**src/rtl/router_pkg.sv**
```systemverilog
// Shared constants and sizing helpers for every router FIFO instance.
package router_pkg;

  localparam int DEF_DATA_W    = 32;
  localparam int DEF_DEPTH     = 10;
  localparam int DEF_AF_MARGIN = 2;
  localparam int DEF_AE_TH     = 2;

  // Occupancy counter must hold 0..depth inclusive.
  function automatic int count_w(input int depth);
    return $clog2(depth + 1);
  endfunction

  // Pointer width addressing depth entries (depth >= 2 guarantees >= 1 bit).
  function automatic int ptr_w(input int depth);
    return $clog2(depth);
  endfunction

endpackage

```
**src/rtl/router_fifo_mem.sv**
```systemverilog
// Storage array for the router FIFO: one write port, one registered read
// port. No reset: the contents are meaningless until written.
module router_fifo_mem
  import router_pkg::*;
#(
  parameter  int DATA_W = DEF_DATA_W,
  parameter  int DEPTH  = DEF_DEPTH,
  localparam int AW     = ptr_w(DEPTH)
) (
  input  logic              clock,
  input  logic              wr_en,
  input  logic [AW-1:0]     wr_addr,
  input  logic [DATA_W-1:0] wr_data,
  input  logic              rd_en,
  input  logic [AW-1:0]     rd_addr,
  output logic [DATA_W-1:0] rd_data
);

  logic [DATA_W-1:0] mem_r [DEPTH];
  logic [DATA_W-1:0] rd_q_r;

  // Write port: store the accepted word at the write address.
  always_ff @(posedge clock) begin
    if (wr_en) begin
      mem_r[wr_addr] <= wr_data;
    end
  end

  // Read port: capture the addressed word before any same-edge write lands.
  always_ff @(posedge clock) begin
    if (rd_en) begin
      rd_q_r <= mem_r[rd_addr];
    end
  end

  assign rd_data = rd_q_r;

endmodule

```
**src/rtl/router_fifo.sv**
```systemverilog
// Router FIFO: pointers, occupancy, status flags and sticky error flags
// around a registered-read storage array. No fall-through; 1-cycle read.
module router_fifo
  import router_pkg::*;
#(
  parameter  int DATA_W = DEF_DATA_W,
  parameter  int DEPTH  = DEF_DEPTH,
  parameter  int AF_TH  = DEPTH - DEF_AF_MARGIN,
  parameter  int AE_TH  = DEF_AE_TH,
  localparam int CW     = count_w(DEPTH)
) (
  input  logic              clock,
  input  logic              reset_n,
  input  logic              flush,
  input  logic              wr_en,
  input  logic [DATA_W-1:0] wr_data,
  input  logic              rd_en,
  output logic [DATA_W-1:0] rd_data,
  output logic              rd_valid,
  output logic              full,
  output logic              empty,
  output logic              almost_full,
  output logic              almost_empty,
  output logic [CW-1:0]     count,
  output logic              overflow,
  output logic              underflow
);

  localparam int            PW       = ptr_w(DEPTH);
  localparam logic [PW-1:0] LAST_PTR = PW'(DEPTH - 1);
  localparam logic [CW-1:0] FULL_CNT = CW'(DEPTH);
  localparam logic [CW-1:0] AF_CNT   = CW'(AF_TH);
  localparam logic [CW-1:0] AE_CNT   = CW'(AE_TH);

  logic [PW-1:0]     wr_ptr_r;
  logic [PW-1:0]     rd_ptr_r;
  logic [CW-1:0]     count_r;
  logic              rd_valid_r;
  logic              rd_seen_r;
  logic              overflow_r;
  logic              underflow_r;
  logic              wr_acc_s;
  logic              rd_acc_s;
  logic [DATA_W-1:0] mem_q_s;

  // Wrap a pointer from the last entry back to zero without a modulo.
  function automatic logic [PW-1:0] next_ptr(input logic [PW-1:0] p);
    if (p == LAST_PTR) begin
      return {PW{1'b0}};
    end else begin
      return p + PW'(1);
    end
  endfunction

  // Status flags decoded straight from the count register.
  always_comb begin
    full         = (count_r == FULL_CNT);
    empty        = (count_r == {CW{1'b0}});
    almost_full  = (count_r >= AF_CNT);
    almost_empty = (count_r <= AE_CNT);
  end

  // Acceptance: flush wins over requests; a full FIFO takes a write only
  // when a read frees an entry on the same edge.
  always_comb begin
    rd_acc_s = 1'b0;
    wr_acc_s = 1'b0;
    if (!flush) begin
      rd_acc_s = rd_en && !empty;
      wr_acc_s = wr_en && (!full || rd_acc_s);
    end else begin
      rd_acc_s = 1'b0;
      wr_acc_s = 1'b0;
    end
  end

  router_fifo_mem #(
    .DATA_W (DATA_W),
    .DEPTH  (DEPTH)
  ) u_mem (
    .clock   (clock),
    .wr_en   (wr_acc_s),
    .wr_addr (wr_ptr_r),
    .wr_data (wr_data),
    .rd_en   (rd_acc_s),
    .rd_addr (rd_ptr_r),
    .rd_data (mem_q_s)
  );

  // Pointer, occupancy, read-valid and sticky error state.
  always_ff @(posedge clock or negedge reset_n) begin
    if (!reset_n) begin
      wr_ptr_r    <= {PW{1'b0}};
      rd_ptr_r    <= {PW{1'b0}};
      count_r     <= {CW{1'b0}};
      rd_valid_r  <= 1'b0;
      rd_seen_r   <= 1'b0;
      overflow_r  <= 1'b0;
      underflow_r <= 1'b0;
    end else if (flush) begin
      wr_ptr_r    <= {PW{1'b0}};
      rd_ptr_r    <= {PW{1'b0}};
      count_r     <= {CW{1'b0}};
      rd_valid_r  <= 1'b0;
      overflow_r  <= 1'b0;
      underflow_r <= 1'b0;
    end else begin
      if (wr_acc_s) begin
        wr_ptr_r <= next_ptr(wr_ptr_r);
      end
      if (rd_acc_s) begin
        rd_ptr_r  <= next_ptr(rd_ptr_r);
        rd_seen_r <= 1'b1;
      end
      case ({wr_acc_s, rd_acc_s})
        2'b10:   count_r <= count_r + CW'(1);
        2'b01:   count_r <= count_r - CW'(1);
        default: count_r <= count_r;
      endcase
      rd_valid_r <= rd_acc_s;
      if (wr_en && !wr_acc_s) begin
        overflow_r <= 1'b1;
      end
      if (rd_en && empty) begin
        underflow_r <= 1'b1;
      end
    end
  end

  // The un-reset storage register is masked to zero until a word is popped,
  // so rd_data reads zero straight out of reset and holds across flush.
  always_comb begin
    if (rd_seen_r) begin
      rd_data = mem_q_s;
    end else begin
      rd_data = {DATA_W{1'b0}};
    end
  end

  assign rd_valid  = rd_valid_r;
  assign count     = count_r;
  assign overflow  = overflow_r;
  assign underflow = underflow_r;

endmodule

```
**config.mk**
```make
export PLATFORM = sky130hd
export DESIGN_NAME = router_fifo
export DESIGN_NICKNAME = d
export VERILOG_FILES = /design/src/rtl/router_pkg.sv /design/src/rtl/router_fifo_mem.sv /design/src/rtl/router_fifo.sv
export SDC_FILE = /design/constraint.sdc
export NUM_CORES = 1
export LEC_CHECK = 0
export BUFFER_PORTS_ARGS = -buffer_cell sky130_fd_sc_hd__buf_2
export CAP_MARGIN = 20
export CELL_PAD_IN_SITES_DETAIL_PLACEMENT = 0
export CELL_PAD_IN_SITES_GLOBAL_PLACEMENT = 2
export CORE_MARGIN = 3
export CORE_UTILIZATION = 23
export DETAILED_ROUTE_END_ITERATION = 6
export GPL_TIMING_DRIVEN = 0
export PLACE_DENSITY_LB_ADDON = 0.05
export SLEW_MARGIN = 20
export SYNTH_ARGS = -nofsm -noshare
export SYNTH_HDL_FRONTEND = slang
export SYNTH_HIERARCHICAL = 1
export SYNTH_SLANG_ARGS = --single-unit
```
**constraint.sdc**
```tcl
create_clock -name clock -period 5 [get_ports clock]
set_input_delay 0.75 -clock clock [delete_from_list [all_inputs] [get_ports clock]]
set_output_delay 0.75 -clock clock [all_outputs]
set_load 0.05 [all_outputs]
```
==> results of run 1 <==
[worst reg2reg max path, delay by kind of cell, from the launching register on]
kind	cells	cell delay [ns]
simple gates	4	1.42
flops	1	0.38
compound gates	1	0.27
buf+inv	3	0.79
[worst max path at each step]
stage	startpoint	cells past startpoint	slack, ns	endpoint
detailed placement	flush	7	1.30	u_mem/mem_r[0][18]
global route	count[0]	8	1.60	u_mem/mem_r[0][17]
global placement	flush	5	-3.14	u_mem/mem_r[8][19]
finish	count[0]	8	1.85	u_mem/mem_r[0][17]
floorplan	count[0]	6	0.45	u_mem/mem_r[0][0]
CTS	rd_seen_r	3	1.67	rd_data[16]
[sequential cells by signal, summed over array words and instances, names as in the netlist]
register       cells
count              4
u_mem/mem_r      320
rd_seen_r          1
wr_ptr_r           4
underflow          1
rd_valid           1
u_mem/rd_data     32
overflow           1
rd_ptr_r           4
[placed cells by master, fill, tap and decap left out, drive strengths merged, types with 16 or more instances in the layout]
cell type / instances
dfrtp: 16
nor2: 25
clkbuf: 91
buf: 132
o22ai: 32
and2: 34
edfxtp: 352
o31ai: 33
a22o: 32
mux2i: 67
mux2: 98
nand2: 37
[cells by family after synthesis]
family	share of synthesized area
multiplexers	0.1197
flip-flops	0.7399
AND/OR/NAND/NOR	0.04380
AO/OA/AOI/OAI	0.07013
buffers and inverters	0.01949
adder cells (fa/ha/maj)	0.006413
XOR/XNOR	0.0005908
[power groups by stage]
| stage | Combinational [uW] | Clock, uW | Sequential [uW] |
|---|---|---|---|
| floorplan | 1150 | 0 | 3680 |
| global placement | 1730 | 0 | 3650 |
| detailed placement | 1760 | 0 | 3640 |
| CTS | 1770 | 3210 | 3580 |
| global route | 1860 | 3340 | 3590 |
| finish | 1710 | 3060 | 3580 |
[layer usage]
metal / part of all wire / vias to the layer above / global-route usage
met4: 0.020 / 4 / 0.03239
met5: 0.00066 / - / 0
met2: 0.46 / 120 / 0.2026
met3: 0.041 / 61 / 0.02717
li1: - / 3635 / -
met1: 0.48 / 3989 / 0.1779
[metrics by stage]
stage                     setup slack, ns    util
after floorplan                    0.4466       -
after global placement             -3.135  0.2566
after detailed placement            1.297  0.2657
after CTS                           1.672  0.2871
after global routing                1.599  0.2871
final                               1.851  0.2872
[final cells by class]
cell class / count / area share
flip-flops and latches: 368 / 0.6023
multi-input cells: 421 / 0.2000
well taps: 846 / 0.05811
clock inverters: 12 / 0.004671
diodes: 1 / 0.0001374
repair buffers: 109 / 0.04898
clock buffers: 68 / 0.07000
plain buffers: 47 / 0.01484
inverters: 5 / 0.001030
==> metrics, run 1 <==
Total Power 8344 uW; Fillers between 6000 and 7000; Via density between 4 and 5; DRT antenna net count 0; Top FF cell, synth edfxtp_1; root buf cell clkbuf_16; worst path cell trace buf_2, nor4b_2, a21bo_1, nor2_1, or3b_2, nor3_2, buf_4, buf_4; CP delay by family, top simple AND/OR/NAND/NOR gates; Final Skew between 0.009 and 0.01 ns; Clock Sinks 368; largest buffer count on any clock path 3; final worst path period share 0.6298; Initial Utilization 0.2338; Final Instance Area roughly 18000 sq um; fin nets about 1000; Placed Area between 15000 and 20000 sq um; routed len/inst about 23 microns; Net Sw Power around 2400 uW; Syn Area/Cell 17.63 sq um; post-CTS setup buffers 0; endpoints failing setup 0; CTS tree yes; Flop pwr share 0.429; Rows slightly above 90; reg2reg setup slack 1.85 ns; initial drt markers about 330; status complete, no violations; total gr overflow 0; Reg area 10970 sq um; top cell type's share of synthesized area 0.7129; Critical Path Most Common Cell buf_4; Seq/Total Area, Yosys 0.7399; multi-input combinational cell area between 3000 and 4000 sq um; Chip Width 259.9 microns; PwrDens about 460 nW/um^2; max-cap viol count 0; cts repair resizes 0; share of post-route cells with drive strength above 1 0.3126; CTS buffer count 46; Post-synth EDFFs around 350; unrepaired setup endpoints after global routing no; Die Ht 259.9 microns; first-pass GRT wire length 61310 microns; Syn Nets 885; Synth warnings 6; die area just under 70000 sq um; Non-Filler Instances roughly 1900; hold crit path type input pin to async pin; area grow syn2layout 22.85%; drt total wl approximately 42000 microns; Worst slew margin 0.2815; combinational group share of total power 0.204; Buffers on Ports between 70 and 80; post-synth cell types 46; clock transition at the registers of the reported paths roughly 0.060 ns; drt pass-1 iters 4; crit path max fanout 9; placed cells between 1500 and 2000; critical path type flip-flop to flip-flop; leading area contributor after synthesis edfxtp_1; top-count cell post-synth edfxtp_1; initial antenna violation count 4; Internal ~6000 uW; worst-path cell with the longest stage delay or3b_2; clock insertion delay at the later pin of the skew report ~0.57 ns; Post-CTS Hold Fix Bufs 0; Switching Fraction 0.2833; H-tree depth 2; Core Region ~63000 sq um; element type at the critical path end flip-flop; R2R cell count 8; Final Hold Fails 0; Final Critical Period 3.149 ns; crit start category flip-flop; reg2reg start count[0]; Crit path largest cell delay 0.59 ns; Seq cells post-synth about 370; Via Count 7809; vias in the first global route between 8000 and 9000; largest net degree at the start of global routing 18; CP required 5.27 ns; Slew @ Worst Pin 1.078 ns; Leak roughly 0.0059 uW; WP buf/inv 3; Synth Instances around 840; Async SR Flop Fraction 0.04348; Arr. time, crit path roughly 3.4 ns; Final Wtd Congestion approximately 0.67; max-slew violation count 0; R2R Path End u_mem/mem_r[0][17]; Residual DRC 0; Hold WS 0.1124 ns; maximum clock rate ~320 MHz; clock share of power 0.367; synth top area cells edfxtp_1 71%, mux2_2 6.8%, mux2i_1 4.5%; HPWL after DPL approximately 28000 microns; Total GRT Usage 0.1279; setup tns final 0 ns; IO Pins 80; commonest cells in the netlist 352 x edfxtp_1, 90 x mux2_2, 67 x mux2i_1; Synth Cell Area approximately 15000 sq um; VDD IR-drop max 212.4 uV
Note: power is estimated with default switching activity, not from simulation.
==> run 2, diff against run 1 <==
==> constraint.sdc (replaced) <==
create_clock -name clock -period 2.6 [get_ports clock]
set_input_delay 0.39 -clock clock [delete_from_list [all_inputs] [get_ports clock]]
set_output_delay 0.39 -clock clock [all_outputs]
set_load 0.05 [all_outputs]
==> run 2 against run 1 <==
  * Worst setup slack worse by 1.8 ns
  * Total power is 93% higher
  * Register-to-register slack worse by 1.8 ns
  * Critical path type unchanged
  * Clock skew is 0.0076 ns higher
  * Cell count is 1.1% higher
  * Die area stayed put
  * Largest power group unchanged
  * Critical path depth is 1 higher
  * Maximum frequency is 25% higher
  * Global-route usage is 0.057 points higher
  * Flip-flop and latch count stayed put
  * Combinational power is 96% higher
==> metrics, run 2 (synthesized netlist as in run 1, its figures left out) <==
status complete, no violations; HPWL after DPL around 28000 microns; initial antenna violation count 2; Initial Utilization 0.2338; die area just under 70000 sq um; first-pass GRT wire length around 62000 microns; pre-CTS WS -0.4647 ns; Via density approximately 4.2; element type at the critical path end flip-flop; Final Critical Period 2.519 ns; Slew @ Worst Pin 1.012 ns; critical path type flip-flop to flip-flop; most frequent cells in the layout 352 x edfxtp_1, 90 x mux2_2, 87 x buf_2, 67 x mux2i_1, 47 x clkbuf_16; Total GRT Usage 0.1285; Via Count approximately 7900; Worst slew margin 0.3253; area grow syn2layout 25.00%; Residual DRC 0; CP required approximately 2.9 ns; Critical Path Most Common Cell buf_12; max reg flops 320; Rows 92; Final Wtd Congestion about 0.64; Leak just over 0.006 uW; Non-Filler Instances about 1900; VDD IR-drop max 348.9 uV; worst path cell trace buf_6, nor4b_4, a21bo_1, nor2_2, or3b_4, buf_12, nor2_4, buf_16, buf_12; Die Ht 259.9 microns; total gr overflow 0; maximum clock rate 397.0 MHz; Most Crowded Layer GR met2; CTS tree yes; crit path max fanout 15; share of post-route cells with drive strength above 1 0.3314; DRT antenna net count 0; clock transition at the registers of the reported paths about 0.060 ns; IO Pins 80; worst-path cell with the longest stage delay or3b_4; routed len/inst 22.52 microns; largest buffer count on any clock path 3; met3 usage 0.02532; drt total wl about 43000 microns; met2 Use GR 0.2095; crit start category flip-flop; hold crit path type input pin to flip-flop; M1 GR Usage 0.1742; Final Hold Fails 0; Crit path largest cell delay roughly 0.44 ns; largest register by flop count u_mem/mem_r; Chip Width between 200 and 300 microns; Clock Sinks 368; leading cell type in the layout, fill and taps excluded edfxtp_1; fin nets 1059; final worst path period share 0.9688; root buf cell clkbuf_16; Buffers on Ports between 70 and 80; clock insertion delay at the later pin of the skew report ~0.57 ns; CTS buffer count between 40 and 50; initial drt markers around 340; largest net degree at the start of global routing 17; drt pass-1 iters 4; PwrDens about 870 nW/um^2; max-slew violation count 0; Arr. time, crit path around 2.8 ns; H-tree depth 2; unrepaired setup endpoints after global routing yes; vias in the first global route ~8400; placed cells 1789; worst setup margin a little over 0.08 ns; max-cap viol count 0; endpoints failing setup 0; Placed Area approximately 17000 sq um; Final Skew 0.01707 ns; Core Region about 63000 sq um; final core utilization 0.2922; Final Instance Area approximately 19000 sq um
-- run 2: changes by cell type in the layout (fill, tap and decap cells not counted), moves of 3 or more --
cell,previous run,this run
buf_8,2,11
buf_12,4,12
clkbuf_1,42,34
buf_4,14,21
buf_6,11,6
clkinv_1,5,10
clkinv_2,4,8
dfrtp_1,16,12
dfrtp_2,0,4
nor3_2,3,0
nor3_4,0,3
-- run 2: layout make-up --
type,instances,area (sq um)
Fill cell,6251,44890
Sequential cell,368,10980
Multi-Input combinational cell,421,3686
Clock buffer,62,1232
Timing Repair Buffer,126,1151
Tap cell,846,1059
Buffer,47,281.5
Clock inverter,21,125.1
Inverter,5,18.77
Antenna cell,2,5.005
-- run 2: power breakdown --
group	leakage (uW)	internal, uW	switching, uW
Sequential	0.00339	6760	124
Combinational	0.00201	1330	2030
Clock	0.000667	3410	2440
-- run 2: critical path: cells and delay by family (launching register included) --
| kind | cells | cell delay, ns |
|---|---|---|
| flip-flops | 1 | 0.41 |
| buffers and inverters | 4 | 0.65 |
| AND/OR/NAND/NOR | 4 | 0.89 |
| AO/OA/AOI/OAI | 1 | 0.25 |
-- run 2: final timing paths --
check / from / cells past startpoint / slack [ns] / to
max: count[3] / 9 / 0.08 / u_mem/mem_r[2][12]
min: wr_data[15] / 1 / 0.13 / u_mem/mem_r[6][15]
max reg2reg: count[3] / 9 / 0.08 / u_mem/mem_r[2][12]
min reg2reg: overflow / 2 / 0.50 / overflow
max in group asynchronous: reset_n / 2 / 1.95 / count[1]
min in group asynchronous: reset_n / 2 / 0.32 / wr_ptr_r[3]
-- run 2: layer usage --
metal  vias up  part of all wire
met3        50             0.043
met1      4052              0.47
met5         -           0.00030
met4         2             0.019
li1       3674                 -
met2       118              0.47
-- run 2: per-stage QoR --
step | total power [uW] | hold WS [ns] | TNS, ns
floorplan | 9312 | 0.09441 | -13.38
global placement | 10390 | 0.3725 | -362.02
detailed placement | 10420 | 0.3833 | -43.22
CTS | 16490 | 0.09263 | 0
global route | 16930 | 0.1156 | -0.2232
finish | 16090 | 0.1283 | 0
-- run 2: timing repair --
item | in CTS | in global routing
hold endpoints to repair | 16 | 0
gates resized for setup | 5 | 2
cloned | 0 | 0
setup endpoints to repair | 124 | 108
hold buffers | 1 | 0
pin swaps | 6 | 6
setup buffers | 9 | 14
